<file path="src/rtl/player_pkg.sv">
// Shared types and constants for the player ship draw sequencer.
package player_pkg;

    typedef enum logic [1:0] {
        IDLE   = 2'd0,
        ERASE  = 2'd1,
        UPDATE = 2'd2,
        DRAW   = 2'd3
    } draw_state_e;

    localparam int         SPRITE_W     = 2;
    localparam int         SPRITE_H     = 4;
    localparam logic [7:0] SCREEN_H     = 8'd120;
    localparam logic [2:0] COLOUR_BLACK = 3'b000;

    // Column of a sprite pixel given its scan offset (add_x is the offset LSB).
    function automatic logic [7:0] pix_col(input logic [7:0] base, input logic [2:0] ofs);
        return base + {7'd0, ofs[0]};
    endfunction

    // Row of a sprite pixel given its scan offset (add_y is the offset MSBs).
    function automatic logic [7:0] pix_row(input logic [7:0] base, input logic [2:0] ofs);
        return base + {6'd0, ofs[2:1]};
    endfunction

endpackage

</file>
<file path="src/rtl/sprite_scan.sv">
// 2x4 sprite scan offset counter: add_y outer (0..3), add_x inner (0..1).
// Advances only on an accepted pixel; clear has priority.
module sprite_scan
    import player_pkg::*;
(
    input  logic       clk,
    input  logic       clear,
    input  logic       advance,
    output logic       add_x,
    output logic [1:0] add_y,
    output logic       last
);

    logic [2:0] offset_r;

    // Offset register: clear dominates, otherwise step on each accepted pixel.
    always_ff @(posedge clk) begin
        if (clear) begin
            offset_r <= 3'd0;
        end else if (advance) begin
            offset_r <= offset_r + 3'd1;
        end else begin
            offset_r <= offset_r;
        end
    end

    assign add_x = offset_r[0];
    assign add_y = offset_r[2:1];
    assign last  = (offset_r == 3'd7);

endmodule

</file>
<file path="src/rtl/player_draw_ctrl.sv">
// Player ship draw sequencer. Each accepted frame tick erases the ship at its
// old row (if one is on screen), applies the latched move, then redraws it.
// Pixels leave one per valid/ready handshake; all outputs are registered.
// Build option: SHIP_WRAP_EN makes row moves wrap at 0 / Y_MAX instead of
// saturating.
module player_draw_ctrl
    import player_pkg::*;
#(
    parameter logic [7:0] X_POS   = 8'd155,
    parameter logic [7:0] Y_RESET = 8'd0,
    parameter logic [7:0] Y_MAX   = 8'd116,
    parameter logic [2:0] COLOUR  = 3'b111
) (
    input  logic       clk,
    input  logic       reset_n,
    input  logic       frame_tick,
    input  logic       move_pos,
    input  logic       move_neg,
    output logic       plot_valid,
    input  logic       plot_ready,
    output logic [7:0] x_out,
    output logic [7:0] y_out,
    output logic [2:0] colour_out,
    output logic [7:0] ship_y,
    output logic       busy,
    output logic       overrun
);

    draw_state_e state_r;
    logic        drawn_r;
    logic        mv_pos_r;
    logic        mv_neg_r;

    logic        add_x_s;
    logic [1:0]  add_y_s;
    logic        last_s;
    logic        xfer_s;
    logic        scan_clear_s;
    logic [2:0]  nxt_ofs_s;
    logic [7:0]  new_y_s;

    assign xfer_s       = plot_valid & plot_ready;
    assign scan_clear_s = reset_n | (state_r == IDLE) | (state_r == UPDATE);
    assign nxt_ofs_s    = {add_y_s, add_x_s} + 3'd1;

    sprite_scan u_scan (
        .clk     (clk),
        .clear   (scan_clear_s),
        .advance (xfer_s),
        .add_x   (add_x_s),
        .add_y   (add_y_s),
        .last    (last_s)
    );

    // Next committed row from the move request latched on the accepted tick.
    always_comb begin
        new_y_s = ship_y;
        if (mv_pos_r && !mv_neg_r) begin
            if (ship_y >= Y_MAX) begin
`ifdef SHIP_WRAP_EN
                new_y_s = 8'd0;
`else
                new_y_s = Y_MAX;
`endif
            end else begin
                new_y_s = ship_y + 8'd1;
            end
        end else if (!mv_pos_r && mv_neg_r) begin
            if (ship_y == 8'd0) begin
`ifdef SHIP_WRAP_EN
                new_y_s = Y_MAX;
`else
                new_y_s = 8'd0;
`endif
            end else begin
                new_y_s = ship_y - 8'd1;
            end
        end else begin
            new_y_s = ship_y;
        end
    end

    // Sequencer FSM with registered pixel port, row, busy and overrun flags.
    always_ff @(posedge clk) begin
        if (reset_n) begin
            state_r    <= IDLE;
            drawn_r    <= 1'b0;
            mv_pos_r   <= 1'b0;
            mv_neg_r   <= 1'b0;
            plot_valid <= 1'b0;
            x_out      <= 8'd0;
            y_out      <= 8'd0;
            colour_out <= 3'd0;
            ship_y     <= Y_RESET;
            busy       <= 1'b0;
            overrun    <= 1'b0;
        end else begin
            // A tick that lands while a sequence is running is dropped.
            if (frame_tick && (state_r != IDLE)) begin
                overrun <= 1'b1;
            end else begin
                overrun <= overrun;
            end

            case (state_r)
                IDLE: begin
                    if (frame_tick) begin
                        mv_pos_r <= move_pos;
                        mv_neg_r <= move_neg;
                        busy     <= 1'b1;
                        if (drawn_r) begin
                            state_r    <= ERASE;
                            plot_valid <= 1'b1;
                            x_out      <= X_POS;
                            y_out      <= ship_y;
                            colour_out <= COLOUR_BLACK;
                        end else begin
                            state_r <= UPDATE;
                        end
                    end else begin
                        state_r <= IDLE;
                    end
                end

                ERASE: begin
                    if (xfer_s) begin
                        if (last_s) begin
                            state_r    <= UPDATE;
                            plot_valid <= 1'b0;
                        end else begin
                            x_out <= pix_col(X_POS, nxt_ofs_s);
                            y_out <= pix_row(ship_y, nxt_ofs_s);
                        end
                    end else begin
                        state_r <= ERASE;
                    end
                end

                UPDATE: begin
                    ship_y     <= new_y_s;
                    state_r    <= DRAW;
                    plot_valid <= 1'b1;
                    x_out      <= X_POS;
                    y_out      <= new_y_s;
                    colour_out <= COLOUR;
                end

                DRAW: begin
                    if (xfer_s) begin
                        if (last_s) begin
                            state_r    <= IDLE;
                            plot_valid <= 1'b0;
                            busy       <= 1'b0;
                            drawn_r    <= 1'b1;
                        end else begin
                            x_out <= pix_col(X_POS, nxt_ofs_s);
                            y_out <= pix_row(ship_y, nxt_ofs_s);
                        end
                    end else begin
                        state_r <= DRAW;
                    end
                end

                default: begin
                    state_r    <= IDLE;
                    plot_valid <= 1'b0;
                    busy       <= 1'b0;
                end
            endcase
        end
    end

endmodule

</file>
<file path="config.mk">
export PLATFORM = sky130hd
export DESIGN_NAME = player_draw_ctrl
export DESIGN_NICKNAME = d
export VERILOG_FILES = /design/src/rtl/player_pkg.sv /design/src/rtl/sprite_scan.sv /design/src/rtl/player_draw_ctrl.sv
export SDC_FILE = /design/constraint.sdc
export NUM_CORES = 1
export LEC_CHECK = 0
export ABC_AREA = 1
export CORE_MARGIN = 1.5
export CORE_UTILIZATION = 35
export CTS_BUF_LIST = sky130_fd_sc_hd__clkbuf_4
export CTS_CLUSTER_DIAMETER = 30
export CTS_CLUSTER_SIZE = 20
export DETAILED_ROUTE_END_ITERATION = 8
export PLACE_DENSITY = 0.55
export SLEW_MARGIN = 5
export SYNTH_ARGS = -nofsm -noshare
export SYNTH_HDL_FRONTEND = slang
export SYNTH_SLANG_ARGS = --single-unit
</file>
<file path="constraint.sdc">
create_clock -name clk -period 2.5 [get_ports clk]
set_clock_uncertainty 0.05 [all_clocks]
set_input_delay 0.5 -clock clk [delete_from_list [all_inputs] [get_ports clk]]
set_output_delay 0.5 -clock clk [all_outputs]
set_load 0.02 [all_outputs]
</file>
; Yosys cells after proc, flatten, opt, wreduce, memory -nomap -nowiden
; Index checks and enable logic that the tools add are counted.
[classes]
add_sub_neg = 5
order_cmp = 1
reduce_logical = 18
eq_ne = 13
muxes = 31
bitwise = 3
[op_table]
columns = cell, count
row1 = 8-bit two-way mux, 12
row2 = 8-bit one-hot mux with 3 select lines, 2
row3 = 2-bit two-way mux, 6
row4 = 4-bit AND reduction, 3
row5 = 8-bit by 1-bit adder with 8-bit output (first input constant), 1
row6 = 8-bit by 1-bit adder with 8-bit output (second input constant), 1
row7 = 8-bit by 2-bit adder with 8-bit output, 1
row8 = 8-bit by 7-bit greater-or-equal comparator with 1-bit output (second input constant), 1
row9 = 8-bit zero test, 1
row10 = 2-bit != test (second input constant), 4
row11 = 2-bit one-hot mux with 4 select lines, 1
row12 = 8-bit by 1-bit subtractor with 8-bit output (second input constant), 1
row13 = 3-bit two-way mux, 2
row14 = 2-bit by 1-bit != test with 1-bit output (second input constant), 3
row15 = 3-bit != test (second input constant), 2
row16 = 3-bit one-hot mux with 2 select lines, 1
row17 = 3-bit AND reduction, 2
row18 = 2-bit nonzero test, 3
row19 = 1-bit two-way mux, 5
row20 = 2-bit == test (second input constant), 2
row21 = 2-bit AND reduction, 2
row22 = 3-bit by 1-bit adder with 3-bit output (second input constant), 1
row23 = 3-bit == test (second input constant), 1
row24 = 1-bit logical AND, 3
row25 = 8 further kinds, 10
[word_totals]
inputBits = 6
register_bits = 38
wordCells = 83
output_inout_bits = 30

; Logic depth before layout (Yosys ltp)
[logic_depth]
word_depth = 5
ltp_mapped = 11
mapped_depth_nobuf = 11

; Modules after synthesis
; A second synthesis with hierarchy kept.
[hier_totals]
cells_unflattened = 302
hier_area_um2 = 2034.5
[by_module_without_submodules]
columns = module, cells_each, area_per_inst_um2, n_inst
row1 = player_draw_ctrl, 282, 1893.1, 1
row2 = sprite_scan, 20, 141.4, 1

; Worst setup path after synthesis
; No wires, ideal clock.
[synth_timing]
path_type = register -> register
start = register u_scan.offset_r[0]
end = register y_out[6]
arrival_ns = 1.730
setup_slack_ns = 0.600
path_stages_with_launch = 11
path_buffers = 0
synth_period_minus_slack_ns = 1.900
required_time_ns = 2.331
cell_sequence = dfxtp_1 ha_1 ha_1 inv_1 fa_1 inv_1 nand3_1 nand2_1 o211ai_1 a21oi_1 a21oi_1
[synth_via]
elab_chain_len = 5
elab_cells_between_ends = 8
cone_classes = 2 x add/sub / 2 x eq/ne / 3 x mux / 1 x reduce/logical
[synth_rtl]
columns = element, line_no
row1 = from (decl), sprite_scan.sv:14  ; logic [2:0] offset_r;
row2 = from (signal assigned), sprite_scan.sv:21  ; offset_r <= offset_r + 3'd1;
row3 = from (signal assigned), sprite_scan.sv:23  ; offset_r <= offset_r;
row4 = 3-bit by 1-bit adder with 3-bit output, player_draw_ctrl.sv:44  ; assign nxt_ofs_s = {add_y_s, add_x_s} + 3'd1;
row5 = named net nxt_ofs_s[2], player_draw_ctrl.sv:39  ; logic [2:0] nxt_ofs_s;
row6 = 8-bit by 2-bit adder with 8-bit output, player_pkg.sv:23  ; return base + {6'd0, ofs[2:1]};
row7 = 8-bit two-way mux, "player_draw_ctrl.sv:127, player_draw_ctrl.sv:150"
row8 = 8-bit two-way mux, player_draw_ctrl.sv:149  ; if (xfer_s) begin
row9 = 8-bit one-hot mux with 3 select lines, player_draw_ctrl.sv:105  ; case (state_r)
row10 = to (signal assigned), player_draw_ctrl.sv:115  ; y_out <= ship_y;
row11 = to (signal assigned), player_draw_ctrl.sv:132  ; y_out <= pix_row(ship_y, nxt_ofs_s);
row12 = to (signal assigned), player_draw_ctrl.sv:157  ; y_out <= pix_row(ship_y, nxt_ofs_s);
row13 = to (decl), player_draw_ctrl.sv:22  ; output logic [7:0] y_out,
; The timed path passes the listed nets, and every way through them passes these cells. The select of a mux whose other input is x is not followed.
; A chain may end at the register's enable or synchronous reset.

; Worst setup path in the final report
; Same ends and word-level chain as after synthesis.

==> metrics.txt <==
status complete, no violations; Fmax 478 MHz; Yosys cell types 33; cells resized by post-CTS repair 0; layout cells sized above 1 7.52%; GRT Max-Usage Layer met2; crit start category flop; clock-pin slew on the worst setup and hold paths 0.08 ns; Die X roughly 77 µm; pre-CTS setup slack approximately 0.3 ns; minimum clock period 2.09 ns; Hold Vio Cnt, Final 0; io pins 36; Setup CP Type flop to flop; Worst Tran Pin Value 0.501 ns; Setup violations, final 0; Crit path required time 2.66 ns; grt met2 use 30.7%; nets 333; core area 0.00520 mm²; Crit. Startpoint u_scan.offset_r[0]$_SDFFE_PP0P_; Synth Area per Inst 6.63 µm²; area occupied by multi-input gates 0.00107 mm²; Async SR Flop Fraction 0%; first-pass GRT wire length 8.84 mm; Final Wtd Congestion 0.851; largest net degree at the start of global routing 17; slew margin rel. 66.5%; max-slew violations 0; flop-to-flop setup slack 0.41 ns; RR Endpoint y_out[6]$_SDFFE_PP0P_; yosys warns 0; met1 Usage GRT 25.4%; Detailed Route Iter0 Violations 150; via count 1922; std cell rows 26; post-synthesis cell area 0.00192 mm²; Post-Synthesis Cells 289; Seq/Total Area, Yosys 32.4%; Static Leak about 0.96 nW; hold path start u_scan.offset_r[1]$_SDFFE_PP0P_; Layout area overhead 20.8%; synth top area cells dfxtp_1, nand2_1, a21oi_1; Die ar. 0.00593 mm²; Yosys top cell by area dfxtp_1; RSZ-0062 raised after global routing false; WP data arrival 2.25 ns; area share of the largest cell type after synthesis 32.4%; die span in y 77.0 µm; maxcap violations 0; # DRC 0; met3 Usage GRT ~3.8%; worst skew pair latency 0.32 ns; largest fanout on the critical path 4; htree depth 2; routed len/inst 13.4 µm; PwrDens between 500 and 600 mW/mm²; gr usage total 18.7%; R2R Path Start u_scan.offset_r[0]$_SDFFE_PP0P_; Root Driver clkbuf_4; Tcrit/Tclk final 83.7%; CTS Hold Buffers Added 0; fill count 567; CP endpoint kind flop; Port Buffer Count 33; Setup TNS 0 ns; Register-to-Register Path Depth 10; Via-to-Cell Ratio just under 5; Overall Power 0.00130 W; maximum clock path buffer count 2; Hold Crit Class flop to flop; CTS Sinks 31; Setup Buffers After CTS 0; number of synthesized register bits 31; Reg area 621 µm²; initial antenna violation count 0; top-count cell post-synth nand2_1; Post-Route WL 5.20 mm; vias in the first global route ~1800; worst ir drop on vdd 0.000282 V; grt ovf 0; Inserted Clock Buffers 5; Synth Flop Type dfxtp_1; CTS tree done; most frequent cells after synthesis nand2_1, a21oi_1, dfxtp_1; diode count 0; Post-synth EDFFs 0; DRT Pass-1 Iters 4; starting density of the core between 30% and 40%; number of routed nets with antenna violations 0; Setup WS post-layout 0.408 ns; crit path capture y_out[6]$_SDFFE_PP0P_; hpwl dp 3.95 mm
==> worst max-delay path: stages, from the launching register on <==
cell      delay (ns)
dfxtp_1         0.34
ha_1            0.20
ha_1            0.31
inv_1           0.08
fa_1            0.40
inv_1           0.11
nand3_1         0.10
nand2_1         0.10
o211ai_1        0.09
a21oi_1         0.13
a21oi_1         0.08
==> cell families (layout without fill, tap and decap cells) <==
kind of cell | after synthesis | count (layout) | synth area share (%)
buf+inv | 48 | 77 | 11.8
flops | 31 | 31 | 32.4
simple gates | 128 | 128 | 29.0
compound gates | 70 | 70 | 19.6
xor+xnor | 3 | 3 | 1.37
fa+ha+maj | 8 | 8 | 5.61
other cells | 1 | 2 | 0.196
==> report_power, final <==
| part | switching (W) | internal [W] |
|---|---|---|
| registers | 0.0000420 | 0.000541 |
| clock network | 0.000160 | 0.0000995 |
| logic | 0.000276 | 0.000180 |
==> placed cells by master (no fill, tap or decap), types with 3 or more instances in the layout <==
cell / count
clkbuf_4: 5
xor2_1: 3
nand4_1: 4
clkdlybuf4s50_1: 33
a21oi_1: 34
dfxtp_1: 31
o21ai_0: 25
buf_4: 5
nor2_1: 27
inv_2: 3
nor2_2: 4
nand2_1: 65
ha_1: 7
nand3_1: 21
inv_1: 29
==> flip-flops by register name, summed over array words and instances, names as in the netlist, 2 cells and up <==
| register | count |
|---|---|
| ship_y | 8 |
| state_r | 2 |
| u_scan.offset_r | 3 |
| x_out | 3 |
| y_out | 8 |
==> worst min-delay path by stage <==
stage                                                 end  slack [ns]  cells past startpoint
final                     u_scan.offset_r[1]$_SDFFE_PP0P_        0.42                      2
after global routing                 overrun$_SDFFE_PP0P_        0.46                      2
after CTS                 u_scan.offset_r[1]$_SDFFE_PP0P_        0.43                      2
after detailed placement             overrun$_SDFFE_PP0P_        0.41                      2
after global placement               overrun$_SDFFE_PP0P_        0.41                      2
after floorplan           u_scan.offset_r[1]$_SDFFE_PP0P_        0.39                      2
==> layout make-up <==
cell class / instances / share of cell area [%]
clock buffers: 5 / 1.62
clock inverters: 2 / 0.378
multi-input cells: 211 / 46.4
flip-flops and latches: 31 / 26.8
repair buffers: 38 / 15.9
well taps: 70 / 3.78
inverters: 32 / 5.19
==> stage by stage <==
step | utilization (%) | area [µm²] | hold WS [ns] | cells
2_1_floorplan | - | 1920 | 0.395 | 290
3_3_place_gp | 43.6 | 2270 | 0.412 | 382
3_5_place_dp | 43.6 | 2270 | 0.413 | 382
4_1_cts | 44.5 | 2320 | 0.433 | 389
5_1_grt | 44.5 | 2320 | 0.456 | 389
6_report | 44.5 | 2320 | 0.423 | 389
==> metal layers <==
| metal | part of all wire, % | vias up |
|---|---|---|
| met5 | 0 | - |
| li1 | - | 1000 |
| met2 | 46 | 63 |
| met1 | 48 | 857 |
| met3 | 5.6 | 2 |
| met4 | 0.35 | 0 |
Note: power is estimated with default switching activity, not from simulation.
